[src/rtl/polymul_arbiter_if.sv]
// Request/response and multiplier-side handshake bundle for the two-requester polynomial
// multiplier front end. The slave modport is the arbiter; master is its environment.
interface polymul_arbiter_if #(
    parameter int unsigned logq = 5
);
    logic [1:0]          req_valid;
    logic [2*logq-1:0]   req_coef0;
    logic [2*logq-1:0]   req_coef1;
    logic [1:0]          req_ready;
    logic [1:0]          resp_valid;
    logic [logq-1:0]     resp_coef;
    logic [1:0]          resp_ready;
    logic                mul_in0_valid;
    logic                mul_in1_valid;
    logic [logq-1:0]     mul_poly_in0;
    logic [logq-1:0]     mul_poly_in1;
    logic                mul_in_ready;
    logic                mul_out_valid;
    logic [logq-1:0]     mul_poly_out;
    logic                mul_out_ready;

    modport slave (
        input  req_valid, req_coef0, req_coef1, resp_ready,
        input  mul_in_ready, mul_out_valid, mul_poly_out,
        output req_ready, resp_valid, resp_coef,
        output mul_in0_valid, mul_in1_valid, mul_poly_in0, mul_poly_in1, mul_out_ready
    );

    modport master (
        output req_valid, req_coef0, req_coef1, resp_ready,
        output mul_in_ready, mul_out_valid, mul_poly_out,
        input  req_ready, resp_valid, resp_coef,
        input  mul_in0_valid, mul_in1_valid, mul_poly_in0, mul_poly_in1, mul_out_ready
    );
endinterface

[src/rtl/polymul_arbiter.sv]
// Shares one coefficient-serial negacyclic multiplier between two requesters: a grant covers
// a whole job (N beats in, N beats back), jobs alternate round-robin, errors are sticky.
module polymul_arbiter #(
    parameter int unsigned q    = 17,
    parameter int unsigned N    = 8,
    parameter int unsigned logq = 5,
    parameter int unsigned logN = 3
) (
    input  logic             clk,
    input  logic             reset,
    polymul_arbiter_if.slave bus,
    output logic             busy,
    output logic             owner,
    output logic [15:0]      done_cnt0,
    output logic [15:0]      done_cnt1,
    output logic             proto_err
);
    localparam int unsigned     CNT_W     = 16;
    localparam logic [logN-1:0] LAST_BEAT = logN'(N - 1);

    // Coefficients must fit the bus and the beat counter must cover exactly N beats.
    if ((q >= (32'd1 << logq)) || (N != (32'd1 << logN))) begin : g_param_check
        $error("polymul_arbiter: inconsistent q/logq or N/logN");
    end

    typedef enum logic [1:0] {
        S_IDLE   = 2'd0,
        S_LOAD   = 2'd1,
        S_RETURN = 2'd2
    } state_e;

    state_e            state_q, state_d;
    logic [logN-1:0]   beat_q, beat_d;
    logic              owner_q, owner_d;
    logic              prio_q, prio_d;
    logic [CNT_W-1:0]  done0_q, done0_d;
    logic [CNT_W-1:0]  done1_q, done1_d;
    logic              err_q, err_d;

    logic [1:0]        owner_oh_c;
    logic              in_valid_c;
    logic              fire_in_c;
    logic              fire_out_c;
    logic [logq-1:0]   own_coef0_c;
    logic [logq-1:0]   own_coef1_c;

    assign owner_oh_c  = owner_q ? 2'b10 : 2'b01;
    assign own_coef0_c = owner_q ? bus.req_coef0[logq +: logq] : bus.req_coef0[0 +: logq];
    assign own_coef1_c = owner_q ? bus.req_coef1[logq +: logq] : bus.req_coef1[0 +: logq];
    // Valid toward the multiplier depends only on the owner's request, never on in_ready.
    assign in_valid_c  = (state_q == S_LOAD) && bus.req_valid[owner_q];
    assign fire_in_c   = in_valid_c && bus.mul_in_ready;
    assign fire_out_c  = (state_q == S_RETURN) && bus.mul_out_valid && bus.resp_ready[owner_q];

    always_ff @(posedge clk or posedge reset) begin
        if (reset) begin
            state_q <= S_IDLE;
            beat_q  <= '0;
            owner_q <= 1'b0;
            prio_q  <= 1'b0;
            done0_q <= '0;
            done1_q <= '0;
            err_q   <= 1'b0;
        end else begin
            state_q <= state_d;
            beat_q  <= beat_d;
            owner_q <= owner_d;
            prio_q  <= prio_d;
            done0_q <= done0_d;
            done1_q <= done1_d;
            err_q   <= err_d;
        end
    end

    always_comb begin
        state_d  = state_q;
        beat_d   = beat_q;
        owner_d  = owner_q;
        prio_d   = prio_q;
        done0_d  = done0_q;
        done1_d  = done1_q;
        err_d    = err_q;

        bus.req_ready     = 2'b00;
        bus.resp_valid    = 2'b00;
        bus.resp_coef     = bus.mul_poly_out;
        bus.mul_in0_valid = 1'b0;
        bus.mul_in1_valid = 1'b0;
        bus.mul_poly_in0  = own_coef0_c;
        bus.mul_poly_in1  = own_coef1_c;
        bus.mul_out_ready = 1'b0;

        case (state_q)
            S_IDLE: begin
                if (|bus.req_valid) begin
                    owner_d = bus.req_valid[prio_q] ? prio_q : ~prio_q;
                    state_d = S_LOAD;
                end
            end
            S_LOAD: begin
                bus.mul_in0_valid = in_valid_c;
                bus.mul_in1_valid = in_valid_c;
                bus.req_ready     = owner_oh_c & {2{fire_in_c}};
                if (fire_in_c) begin
                    if (beat_q == LAST_BEAT) begin
                        beat_d  = '0;
                        state_d = S_RETURN;
                    end else begin
                        beat_d = beat_q + logN'(1);
                    end
                end
            end
            S_RETURN: begin
                bus.resp_valid    = owner_oh_c & {2{bus.mul_out_valid}};
                bus.mul_out_ready = bus.resp_ready[owner_q];
                if (fire_out_c) begin
                    if (beat_q == LAST_BEAT) begin
                        beat_d  = '0;
                        prio_d  = ~owner_q;
                        state_d = S_IDLE;
                        if (owner_q) begin
                            done1_d = done1_q + CNT_W'(1);
                        end else begin
                            done0_d = done0_q + CNT_W'(1);
                        end
                    end else begin
                        beat_d = beat_q + logN'(1);
                    end
                end
            end
            default: begin
                state_d = S_IDLE;
                beat_d  = '0;
            end
        endcase

        // Results outside RETURN, or readiness with nothing offered, mean the peer misbehaved.
        if (((state_q != S_RETURN) && bus.mul_out_valid) || (bus.mul_in_ready && !in_valid_c)) begin
            err_d = 1'b1;
        end
    end

    assign busy      = (state_q != S_IDLE);
    assign owner     = owner_q;
    assign done_cnt0 = done0_q;
    assign done_cnt1 = done1_q;
    assign proto_err = err_q;

endmodule
[src/flat_wrapper.sv]
// flat-port wrapper written by rule: the top's interface ports become plain ports
module polymul_arbiter_flat 
#(
    parameter int unsigned q    = 17,
    parameter int unsigned N    = 8,
    parameter int unsigned logq = 5,
    parameter int unsigned logN = 3
)
  (clk, reset, busy, owner, done_cnt0, done_cnt1, proto_err, bus_req_valid, bus_req_coef0, bus_req_coef1, bus_resp_ready, bus_mul_in_ready, bus_mul_out_valid, bus_mul_poly_out, bus_req_ready, bus_resp_valid, bus_resp_coef, bus_mul_in0_valid, bus_mul_in1_valid, bus_mul_poly_in0, bus_mul_poly_in1, bus_mul_out_ready);
  polymul_arbiter_if #(.logq(logq)) bus_i ();
  input  logic clk;
  input  logic reset;
  output logic busy;
  output logic owner;
  output logic [15:0] done_cnt0;
  output logic [15:0] done_cnt1;
  output logic proto_err;
  input wire logic [$bits(bus_i.req_valid)-1:0] bus_req_valid;
  input wire logic [$bits(bus_i.req_coef0)-1:0] bus_req_coef0;
  input wire logic [$bits(bus_i.req_coef1)-1:0] bus_req_coef1;
  input wire logic [$bits(bus_i.resp_ready)-1:0] bus_resp_ready;
  input wire logic [$bits(bus_i.mul_in_ready)-1:0] bus_mul_in_ready;
  input wire logic [$bits(bus_i.mul_out_valid)-1:0] bus_mul_out_valid;
  input wire logic [$bits(bus_i.mul_poly_out)-1:0] bus_mul_poly_out;
  output wire logic [$bits(bus_i.req_ready)-1:0] bus_req_ready;
  output wire logic [$bits(bus_i.resp_valid)-1:0] bus_resp_valid;
  output wire logic [$bits(bus_i.resp_coef)-1:0] bus_resp_coef;
  output wire logic [$bits(bus_i.mul_in0_valid)-1:0] bus_mul_in0_valid;
  output wire logic [$bits(bus_i.mul_in1_valid)-1:0] bus_mul_in1_valid;
  output wire logic [$bits(bus_i.mul_poly_in0)-1:0] bus_mul_poly_in0;
  output wire logic [$bits(bus_i.mul_poly_in1)-1:0] bus_mul_poly_in1;
  output wire logic [$bits(bus_i.mul_out_ready)-1:0] bus_mul_out_ready;
  assign bus_i.req_valid = bus_req_valid;
  assign bus_i.req_coef0 = bus_req_coef0;
  assign bus_i.req_coef1 = bus_req_coef1;
  assign bus_i.resp_ready = bus_resp_ready;
  assign bus_i.mul_in_ready = bus_mul_in_ready;
  assign bus_i.mul_out_valid = bus_mul_out_valid;
  assign bus_i.mul_poly_out = bus_mul_poly_out;
  assign bus_req_ready = bus_i.req_ready;
  assign bus_resp_valid = bus_i.resp_valid;
  assign bus_resp_coef = bus_i.resp_coef;
  assign bus_mul_in0_valid = bus_i.mul_in0_valid;
  assign bus_mul_in1_valid = bus_i.mul_in1_valid;
  assign bus_mul_poly_in0 = bus_i.mul_poly_in0;
  assign bus_mul_poly_in1 = bus_i.mul_poly_in1;
  assign bus_mul_out_ready = bus_i.mul_out_ready;
  polymul_arbiter #(.q(q), .N(N), .logq(logq), .logN(logN)) u_core (.clk(clk), .reset(reset), .bus(bus_i), .busy(busy), .owner(owner), .done_cnt0(done_cnt0), .done_cnt1(done_cnt1), .proto_err(proto_err));
endmodule
[config.mk]
export PLATFORM = sky130hd
export DESIGN_NAME = polymul_arbiter_flat
export DESIGN_NICKNAME = d
export VERILOG_FILES = /design/src/rtl/polymul_arbiter_if.sv /design/src/rtl/polymul_arbiter.sv /design/src/flat_wrapper.sv
export SDC_FILE = /design/constraint.sdc
export NUM_CORES = 1
export LEC_CHECK = 0
export ABC_AREA = 1
export CORE_AREA = 4 4 75 70
export CTS_BUF_LIST = sky130_fd_sc_hd__clkbuf_4 sky130_fd_sc_hd__clkbuf_8
export CTS_CLUSTER_SIZE = 40
export DETAILED_ROUTE_END_ITERATION = 6
export DIE_AREA = 0 0 79 74
export DONT_BUFFER_PORTS = 1
export PLACE_DENSITY = 0.76
export SETUP_SLACK_MARGIN = 0.1
export SKIP_CTS_REPAIR_TIMING = 1
export SLEW_MARGIN = 20
export SYNTH_ARGS = -nofsm -noshare
export SYNTH_HDL_FRONTEND = slang
export SYNTH_SLANG_ARGS = --single-unit
[constraint.sdc]
create_clock -name clk -period 1.4 [get_ports clk]
set_clock_uncertainty 0.15 [all_clocks]
set_input_delay 0.14 -clock clk [delete_from_list [all_inputs] [get_ports clk]]
set_output_delay 0.14 -clock clk [all_outputs]
set_load 0.02 [all_outputs]
==> results.py, run 1 <==
metrics = {
    "status": {
        "status": "finished, violations left",
        "violations": "negative setup slack",
    },
    "job": {
        "maxCapViolations": 0,
    },
    "timing": {
        "fmax_ghz": 0.564,
        "setup_violations": 57,
        "holdWs_ns": 0.0726,
        "period_minus_slack_ns": 1.77,
        "final-hold-violation-count": 0,
        "period_share_pct": 127,
        "rsz0062_at_grt": "yes",
        "worst_slew_pin_slew_ns": 0.367,
        "finalSetupTns_ns": -14.09,
        "slew_headroom_pct": 75.3,
        "maxSlewViolCount": 0,
        "worst_slack_ns": -0.374,
    },
    "power_and_ir_drop": {
        "p_per_area_nw_per_um2": 1200,
        "p_sw_uw": 1900,
        "p_clk_share_pct": 22.5,
        "irDropWorstVdd_mv": 1.41,
        "power_leakage_uw": 0.00196,
        "pwr-share-seq_pct": 28.5,
        "intPower_uw": 2860,
        "swShare_pct": 39.9,
        "power_frac_comb_pct": 49.0,
    },
    "floorplanning": {
        "die_h_um": 74,
        "rows": 23,
        "die_w_um": 79,
        "boundaryPins": 90,
        "core_area_um2": 4430,
        "dieArea_um2": 5850,
        "start_util_pct": 58.6,
    },
    "synthesis": {
        "synth_largest_area_cell": "dfrtp_1",
        "seq_area_frac_synth_pct": 38.6,
        "synth_nets": 402,
        "syn_inst": 361,
        "yosys.area.top_type_share_pct": 38.6,
        "ys_types": 30,
        "synth_area_per_cell_um2": 7.19,
        "ys_seq_elements": 40,
        "synth_area_leaders": "dfrtp_1 39%, nand2_1 20%, inv_1 5.4%",
        "synth_warnings": 0,
        "mappedNetlistArea_um2": 2590,
    },
    "worst_setup_path": {
        "crit_required_ns": 1.11,
        "rrSetupSlack_ns": -0.34,
        "critPathTopFamily": "flip-flops",
        "cp.depth": 5,
        "critPathLaunchType": "flip-flop",
        "cp_data_arrival_time_ns": 1.48,
        "path_buf_inv": 2,
        "critPathMaxFanout": 3,
        "worstPathCellList": "inv_2 > ha_4 > nand4_1 > buf_4 > nor2_4",
        "cp_slowest_cell": "dfrtp_2",
        "critical_path_class": "reg2out",
        "r2r_cells": 10,
        "worstSetupEndpointType": "output pin",
        "cp_slowest_stage_delay_ns": 0.45,
    },
    "routing": {
        "drc_errors": 0,
        "ant_nets": 0,
        "first_pass_iters": 5,
        "drt_iter0_markers": 364,
        "viasPerCell": 5.90,
        "num_vias": 3026,
        "wl_um": 9340,
        "wl_per_cell_um": 18.2,
    },
    "cts": {
        "clkSlewWorstSetupHoldPaths_ns": 0.08,
        "clockRootBuffer": "clkbuf_8",
        "clock_path_buffers": 2,
        "cts_buffers": 5,
        "cts-htree-levels": 2,
        "cts.sinks": 40,
        "clk_latency_ns": 0.31,
        "tritoncts": "yes",
    },
    "placement": {
        "dpl.hpwl_um": 5050,
        "numPortBuffers": 0,
        "place_ws_ns": -0.233,
        "gp_congestion": 0.857,
    },
    "global_route": {
        "grt_pass1_wl_um": 10800,
        "grt_max_degree": 41,
        "grt_antenna_before_repair": 0,
        "grt_overflow": 0,
        "grt_use_total_pct": 23.2,
        "grt_pass1_vias": 2509,
    },
    "cells_and_area": {
        "layout_common_cells": "115 x nand2_1, 60 x buf_4, 32 x inv_1",
        "fillCellCount": 191,
        "nNetsFinal": 491,
        "diodes": 0,
        "areaGrowthSynthToFinish_pct": 53.3,
        "final_common_cell": "nand2_1",
        "drive_gt1_share_pct": 41.5,
    },
    "min_path": {
        "hp-class": "in2reg",
        "whs_path_depth": 5,
    },
}
kinds of logic after synthesis:
kind of cell	after synthesis	synth area share (%)
fa+ha+maj	8	3.86
buf+inv	53	10.1
xor+xnor	11	3.71
flops	40	38.6
simple gates	232	40.4
compound gates	17	3.37
flip-flops by register name, indices dropped and copies added (netlist names):
| signal | count |
|---|---|
| u_core.done_cnt0 | 16 |
| u_core.done_cnt1 | 16 |
| u_core.beat_q | 3 |
| u_core.state_q | 2 |
| u_core.owner | 1 |
| u_core.prio_q | 1 |
| u_core.proto_err | 1 |
routing by layer:
metal	vias to the layer above	track usage (%)	share of wire (%)
li1	1323	-	-
met1	1437	27.2	35
met2	204	42.2	52
met3	62	5.45	8.3
met4	0	7.44	5.6
met5	-	0	0
path summary, 6_finish.rpt:
path	startpoint	endpoint
max in group asynchronous	reset	u_core.done_cnt0[2]$_DFFE_PP0P_
hold reg to reg	u_core.done_cnt0[3]$_DFFE_PP0P_	u_core.done_cnt0[3]$_DFFE_PP0P_
setup / recovery	u_core.state_q[1]$_DFFE_PP0P_	bus_req_ready[0]
setup reg to reg	u_core.state_q[0]$_DFFE_PP0P_	u_core.done_cnt1[5]$_DFFE_PP0P_
hold / removal	bus_mul_out_valid	u_core.prio_q$_DFFE_PP0P_
min in group asynchronous	reset	u_core.beat_q[2]$_DFFE_PP0P_
final cells by class:
type	instances	area, µm²	share of cell area [%]
Inverter	39	171	4.31
Timing Repair Buffer	96	928	23.3
Multi-Input combinational cell	268	1660	41.7
Tap cell	62	77.6	1.95
Clock inverter	1	30.0	0.755
Clock buffer	7	96.3	2.42
Sequential cell	40	1010	25.5
worst min-delay path, cell delays in order:
cell     delay, ns
nand2_4       0.06
inv_6         0.05
nand3_4       0.09
buf_6         0.11
o21ai_2       0.05
power by group through the flow:
| stage | logic [µW] | registers [µW] | clock network [µW] |
|---|---|---|---|
| 4_1_cts | 1710 | 1340 | 1070 |
| 3_3_place_gp | 1650 | 1350 | 0 |
| 5_1_grt | 2490 | 1370 | 1120 |
| 6_report | 2330 | 1360 | 1070 |
| 3_5_place_dp | 1700 | 1360 | 0 |
| 2_1_floorplan | 1190 | 1350 | 0 |
through the flow:
| stage | cell area, µm² | utilization [%] | cells | power, µW |
|---|---|---|---|---|
| floorplan | 2710 | - | 361 | 2530 |
| CTS | 3420 | 77.2 | 492 | 4120 |
| global placement | 3290 | 74.3 | 484 | 3000 |
| global route | 3980 | 89.8 | 513 | 4970 |
| finish | 3980 | 89.8 | 513 | 4760 |
| detailed placement | 3290 | 74.3 | 484 | 3070 |
Yosys cell counts:
cell / number
and3_1: 1
ha_1: 8
nand2_2: 1
nand4_1: 16
nand3b_1: 6
nor2_4: 2
nor3_1: 7
inv_2: 1
nand3_1: 14
o21ai_0: 7
buf_6: 4
nor2_2: 6
nand3b_4: 1
nand2_1: 141
inv_1: 37
nor2_1: 31
xnor2_1: 4
buf_4: 7
dfrtp_1: 40
nand2_4: 2
a21oi_1: 5
nand3_2: 1
nor3b_1: 1
o211ai_1: 1
xor2_1: 7
buf_2: 1
clkbuf_1: 2
inv_6: 1
nor3_2: 2
o21ai_1: 4
(Power assumes the default switching activity.)
==> run 2: changes to the inputs <==
--- a/config.mk
+++ b/config.mk
@@ -6,13 +6,12 @@
 export NUM_CORES = 1
 export LEC_CHECK = 0
 export ABC_AREA = 1
-export CORE_AREA = 4 4 75 70
+export CORE_AREA = 4 4 86 80
 export CTS_BUF_LIST = sky130_fd_sc_hd__clkbuf_4 sky130_fd_sc_hd__clkbuf_8
 export CTS_CLUSTER_SIZE = 40
 export DETAILED_ROUTE_END_ITERATION = 6
-export DIE_AREA = 0 0 79 74
+export DIE_AREA = 0 0 90 84
 export DONT_BUFFER_PORTS = 1
-export PLACE_DENSITY = 0.76
 export SETUP_SLACK_MARGIN = 0.1
 export SKIP_CTS_REPAIR_TIMING = 1
 export SLEW_MARGIN = 20
==> constraint.sdc (replaced) <==
create_clock -name clk -period 1.4 [get_ports clk]
set_clock_uncertainty 0.15 [all_clocks]
set_input_delay 0.21 -clock clk [delete_from_list [all_inputs] [get_ports clk]]
set_output_delay 0.21 -clock clk [all_outputs]
set_load 0.02 [all_outputs]
==> run 2 against run 1 <==
  * The run still ends with negative setup slack left
  * Maximum frequency is 4.3% lower
  * Critical path depth is 1 higher
  * Worst setup slack worse by 0.079 ns
  * Hold slack worse by 0.046 ns
  * Clock power is 30% lower
  * Register-to-register slack hardly changed
  * First-iteration DRC count is 55% lower
  * Cell count is 5.1% higher
  * Largest cell class unchanged
  * Highest routed layer unchanged
==> results.py, run 2 (synthesis results as in run 1) <==
metrics = {
    "routing": {
        "drt_iter0_markers": 165,
        "viasPerCell": 5.25,
        "wl_um": 8170,
        "wl_per_cell_um": 15.2,
        "ant_nets": 0,
        "num_vias": 2828,
        "drc_errors": 0,
        "first_pass_iters": 4,
    },
    "cts": {
        "clockRootBuffer": "clkbuf_8",
        "clock_path_buffers": 2,
        "cts.sinks": 40,
        "cts-htree-levels": 2,
        "clkSlewWorstSetupHoldPaths_ns": 0.08,
        "clk_latency_ns": 0.29,
        "tritoncts": "yes",
        "cts_buffers": 5,
    },
    "power_and_ir_drop": {
        "p_clk_share_pct": 15.4,
        "power_frac_comb_pct": 56.8,
        "intPower_uw": 2850,
        "power_leakage_uw": 0.00215,
        "swShare_pct": 41.7,
        "p_per_area_nw_per_um2": 1130,
        "total_power_uw": 4880,
        "pwr-share-seq_pct": 27.8,
        "irDropWorstVdd_mv": 0.939,
        "p_sw_uw": 2040,
    },
    "placement": {
        "place_ws_ns": -0.245,
        "dpl.hpwl_um": 4900,
        "gp_congestion": 0.843,
        "place_area_um2": 3280,
        "numPortBuffers": 0,
        "dp_cells": 499,
    },
    "worst_setup_path": {
        "startpoint": "u_core.state_q[0]$_DFFE_PP0P_",
        "timing.rr.end": "u_core.state_q[0]$_DFFE_PP0P_",
        "worstSetupEndpointType": "output pin",
        "rrSetupSlack_ns": -0.35,
        "cp_data_arrival_time_ns": 1.49,
        "crit_required_ns": 1.04,
        "critical_path_class": "reg2out",
        "r2r_start": "u_core.state_q[0]$_DFFE_PP0P_",
        "critPathMaxFanout": 4,
        "critPathLaunchType": "flip-flop",
        "r2r_cells": 9,
    },
    "global_route": {
        "grt_antenna_before_repair": 0,
        "grt_pass1_wl_um": 11300,
        "grt_max_degree": 41,
        "grt_use_total_pct": 17.9,
        "grt_overflow": 0,
        "grt_pass1_vias": 2523,
    },
    "floorplanning": {
        "die_h_um": 84,
        "dieArea_um2": 7560,
        "core_area_um2": 5980,
        "die_w_um": 90,
        "start_util_pct": 43.4,
        "boundaryPins": 90,
        "rows": 27,
    },
    "job": {
        "maxCapViolations": 0,
    },
    "cells_and_area": {
        "areaGrowthSynthToFinish_pct": 66.2,
        "final_common_cell": "nand2_1",
        "diodes": 0,
        "nNetsFinal": 508,
        "postLayoutCellArea_um2": 4310,
        "final_cells": 539,
        "layout_common_cells": "90 x nand2_1, 62 x buf_4, 38 x buf_6",
        "final_util_pct": 72.1,
        "drive_gt1_share_pct": 49.9,
        "fillCellCount": 452,
    },
    "min_path": {
        "worstHoldStart": "bus_req_valid[0]",
        "hp-class": "in2reg",
        "min_to": "u_core.owner$_DFFE_PP0P_",
        "whs_path_depth": 3,
    },
    "timing": {
        "period_share_pct": 132,
        "period_minus_slack_ns": 1.85,
        "worst_slew_pin_slew_ns": 0.307,
        "worst_slack_ns": -0.453,
        "maxSlewViolCount": 0,
        "setup_violations": 57,
        "fmax_ghz": 0.540,
        "slew_headroom_pct": 79.5,
        "rsz0062_at_grt": "yes",
        "final-hold-violation-count": 0,
    },
    "status": {
        "violations": "negative setup slack",
        "status": "finished, violations left",
    },
}
==> run 2: cell count changes in the layout (fill, tap and decap cells not counted), moves of 3 or more <==
cell,previous run,this run
buf_6,22,38
nand2_1,115,90
nand2_4,8,29
o21ai_2,5,8
nand2_2,20,25
o21ai_1,5,1
inv_6,3,0
==> run 2: area by class of cell <==
| type | instances | area, µm² | share of cell area [%] |
|---|---|---|---|
| timing repair inverter | 1 | 11.3 | 0.261 |
| clock buffer | 5 | 68.8 | 1.60 |
| sequential | 40 | 1020 | 23.6 |
| tap | 72 | 90.1 | 2.09 |
| inverter | 39 | 168 | 3.89 |
| timing repair buffer | 112 | 1110 | 25.8 |
| multi-input combinational | 268 | 1830 | 42.5 |
| clock inverter | 2 | 12.5 | 0.290 |
==> run 2: how the worst max path moves through the flow <==
stage                                                  end  slack, ns  depth (start not counted)
after global routing                     bus_mul_out_ready      -0.53                          6
final                                    bus_mul_out_ready      -0.45                          6
after floorplan           u_core.done_cnt1[11]$_DFFE_PP0P_      -0.14                         10
after global placement     u_core.done_cnt0[4]$_DFFE_PP0P_      -0.19                          7
after CTS                                 bus_req_ready[1]      -0.47                          5
after detailed placement   u_core.done_cnt0[2]$_DFFE_PP0P_      -0.25                          7
==> run 2: power groups by stage <==
stage / clock [µW] / combinational [µW] / sequential, µW
final: 752 / 2770 / 1360
after global routing: 846 / 2960 / 1370
after CTS: 784 / 1640 / 1310
after detailed placement: 0 / 1630 / 1330
after global placement: 0 / 1600 / 1330
after floorplan: 0 / 1210 / 1320
==> run 2: layer usage <==
metal,track usage (%),vias up,share of wire (%)
li1,-,1346,-
met1,23.1,1384,41
met5,0,-,0
met2,29.1,84,50
met4,5.01,0,1.9
met3,5.59,14,6.2
==> run 2: worst max-delay path, cell delays in order (launching register included) <==
cell	delay (ns)
dfrtp_1	0.40
inv_2	0.09
ha_4	0.14
buf_6	0.10
clkinvlp_4	0.15
a21oi_2	0.17
buf_6	0.14
==> run 2: per-stage QoR <==
step | TNS (ns) | hold WS (ns)
finish | -15.08 | 0.0269
CTS | -13.07 | -0.301
global route | -19.05 | 0.0591
global placement | -4.92 | 0.0342
floorplan | -3.44 | 0.195
detailed placement | -6.99 | 0.0296
==> run 3: changes to the inputs <==
==> constraint.sdc (replaced) <==
create_clock -name clk -period 1.9 [get_ports clk]
set_clock_uncertainty 0.15 [all_clocks]
set_input_delay 0.285 -clock clk [delete_from_list [all_inputs] [get_ports clk]]
set_output_delay 0.285 -clock clk [all_outputs]
set_load 0.02 [all_outputs]
==> run 3 against run 2 <==
  * Via count shrank 20%
  * Routed wire length shrank 27%
  * Utilization shrank 22 points
  * Sequential share of layout area grew 9.6 points
  * The flow now finishes without violations
  * Flip-flop and latch count is the same
  * Hold slack gained 0.0078 ns
  * Cell count shrank 14%
  * Critical path depth shrank 1
  * Clock power shrank 19%
  * Non-clock buffer count shrank 78
==> results.py, run 3 (synthesis results as in run 1) <==
metrics = {
    "timing": {
        "rsz0062_at_grt": "yes",
        "worst_slew_pin_slew_ns": 0.373,
        "worst_slack_ns": 0.0787,
        "finalSetupTns_ns": 0,
        "maxSlewViolCount": 0,
        "final-hold-violation-count": 0,
        "period_share_pct": 95.9,
        "period_minus_slack_ns": 1.82,
        "slew_headroom_pct": 75.2,
        "fmax_ghz": 0.549,
        "setup_violations": 0,
    },
    "power_and_ir_drop": {
        "irDropWorstVdd_mv": 0.516,
        "pwr-share-seq_pct": 36.2,
        "p_clk_share_pct": 22.6,
        "power_leakage_uw": 0.00152,
        "total_power_uw": 2690,
        "intPower_uw": 1630,
        "swShare_pct": 39.5,
        "p_sw_uw": 1060,
        "p_per_area_nw_per_um2": 890,
        "power_frac_comb_pct": 41.2,
    },
    "cells_and_area": {
        "layout_common_cells": "140 x nand2_1, 39 x dfrtp_1, 32 x inv_1",
        "fillCellCount": 573,
        "diodes": 0,
        "multiInputGateArea_um2": 1390,
        "areaGrowthSynthToFinish_pct": 16.5,
        "drive_gt1_share_pct": 18.4,
        "final_common_cell": "nand2_1",
        "seq_area_um2": 1000,
        "final_cells": 463,
        "nNetsFinal": 431,
        "final_util_pct": 50.6,
    },
    "routing": {
        "wl_per_cell_um": 12.8,
        "wl_um": 5940,
        "ant_nets": 0,
        "first_pass_iters": 4,
        "viasPerCell": 4.90,
        "drc_errors": 0,
        "num_vias": 2267,
        "drt_iter0_markers": 129,
    },
    "global_route": {
        "grt_pass1_vias": 2092,
        "grt_max_degree": 29,
        "grt_antenna_before_repair": 0,
        "grt_use_total_pct": 15.9,
        "grt_pass1_wl_um": 9920,
        "grt_overflow": 0,
    },
    "cts": {
        "cts-htree-levels": 2,
        "cts_buffers": 5,
        "clock_path_buffers": 2,
        "cts.sinks": 40,
        "clkSlewWorstSetupHoldPaths_ns": 0.07,
        "clk_latency_ns": 0.29,
        "clockRootBuffer": "clkbuf_8",
        "tritoncts": "yes",
    },
    "worst_setup_path": {
        "crit_required_ns": 1.46,
        "cp_data_arrival_time_ns": 1.39,
        "critPathMaxFanout": 4,
        "worstSetupEndpointType": "output pin",
        "cp_slowest_stage_delay_ns": 0.46,
        "critical_path_class": "reg2out",
        "cp_slowest_cell": "dfrtp_2",
        "worstPathCellList": "buf_6 > nand2_1 > nand4_1 > nor2_1 > buf_4",
        "critPathLaunchType": "flip-flop",
    },
    "job": {
        "maxCapViolations": 0,
    },
    "placement": {
        "dpl.hpwl_um": 4490,
        "dp_cells": 442,
        "gp_congestion": 0.801,
        "numPortBuffers": 0,
        "place_ws_ns": 0.106,
    },
    "floorplanning": {
        "dieArea_um2": 7560,
        "die_w_um": 90,
        "die_h_um": 84,
        "rows": 27,
        "core_area_um2": 5980,
        "boundaryPins": 90,
        "start_util_pct": 43.4,
    },
    "status": {
        "status": "finished clean",
    },
    "min_path": {
        "hp-class": "in2reg",
    },
}
run 3: cell count changes in the layout (fill, tap and decap cells not counted), moves of 8 or more:
cell | previous run | this run
buf_4 | 62 | 28
buf_6 | 38 | 2
nand2_1 | 90 | 140
nand2_2 | 25 | 2
nand2_4 | 29 | 2
dfrtp_1 | 28 | 39
dfrtp_2 | 12 | 1
o21ai_2 | 8 | 0
run 3: area by class of cell:
cell class | count | share of cell area [%]
multi-input cells | 269 | 45.9
inverters | 39 | 5.17
flip-flops and latches | 40 | 33.2
repair inverters | 1 | 0.166
well taps | 72 | 2.98
clock buffers | 8 | 3.23
repair buffers | 34 | 9.35
run 3: worst paths after layout:
check | slack (ns) | startpoint | to | depth (start not counted)
max | 0.08 | u_core.owner$_DFFE_PP0P_ | bus_req_ready[0] | 5
min | 0.03 | bus_req_valid[1] | u_core.owner$_DFFE_PP0P_ | 2
max reg2reg | 0.19 | u_core.beat_q[0]$_DFFE_PP0P_ | u_core.done_cnt0[7]$_DFFE_PP0P_ | 7
min reg2reg | 0.38 | u_core.beat_q[0]$_DFFE_PP0P_ | u_core.beat_q[0]$_DFFE_PP0P_ | 2
max in group asynchronous | 0.95 | reset | u_core.done_cnt0[12]$_DFFE_PP0P_ | 3
min in group asynchronous | 0.29 | reset | u_core.beat_q[0]$_DFFE_PP0P_ | 3
run 3: power groups by stage:
stage          sequential, µW  combinational [µW]  clock [µW]
2_1_floorplan             971                 780           0
3_3_place_gp              976                 960           0
3_5_place_dp              983                 971           0
4_1_cts                   965                 975         637
5_1_grt                   980                1250         681
6_report                  973                1110         608
run 3: worst max-delay path, delay by kind of cell (launching register included):
family,cells,cell delay [ns]
buf+inv,2,0.29
flops,1,0.46
simple gates,3,0.34
run 3: routing by layer:
metal	share of wire [%]	track usage (%)
met2	48	26.1
met4	1.1	4.03
met1	46	20.4
met5	0	0
met3	5.4	4.87
run 3: per-stage QoR:
step / hold WS, ns / area (µm²)
finish: 0.0346 / 3020
global route: 0.0793 / 3020
CTS: -0.259 / 2860
detailed placement: 0.0595 / 2760
global placement: 0.0571 / 2760
floorplan: 0.270 / 2590
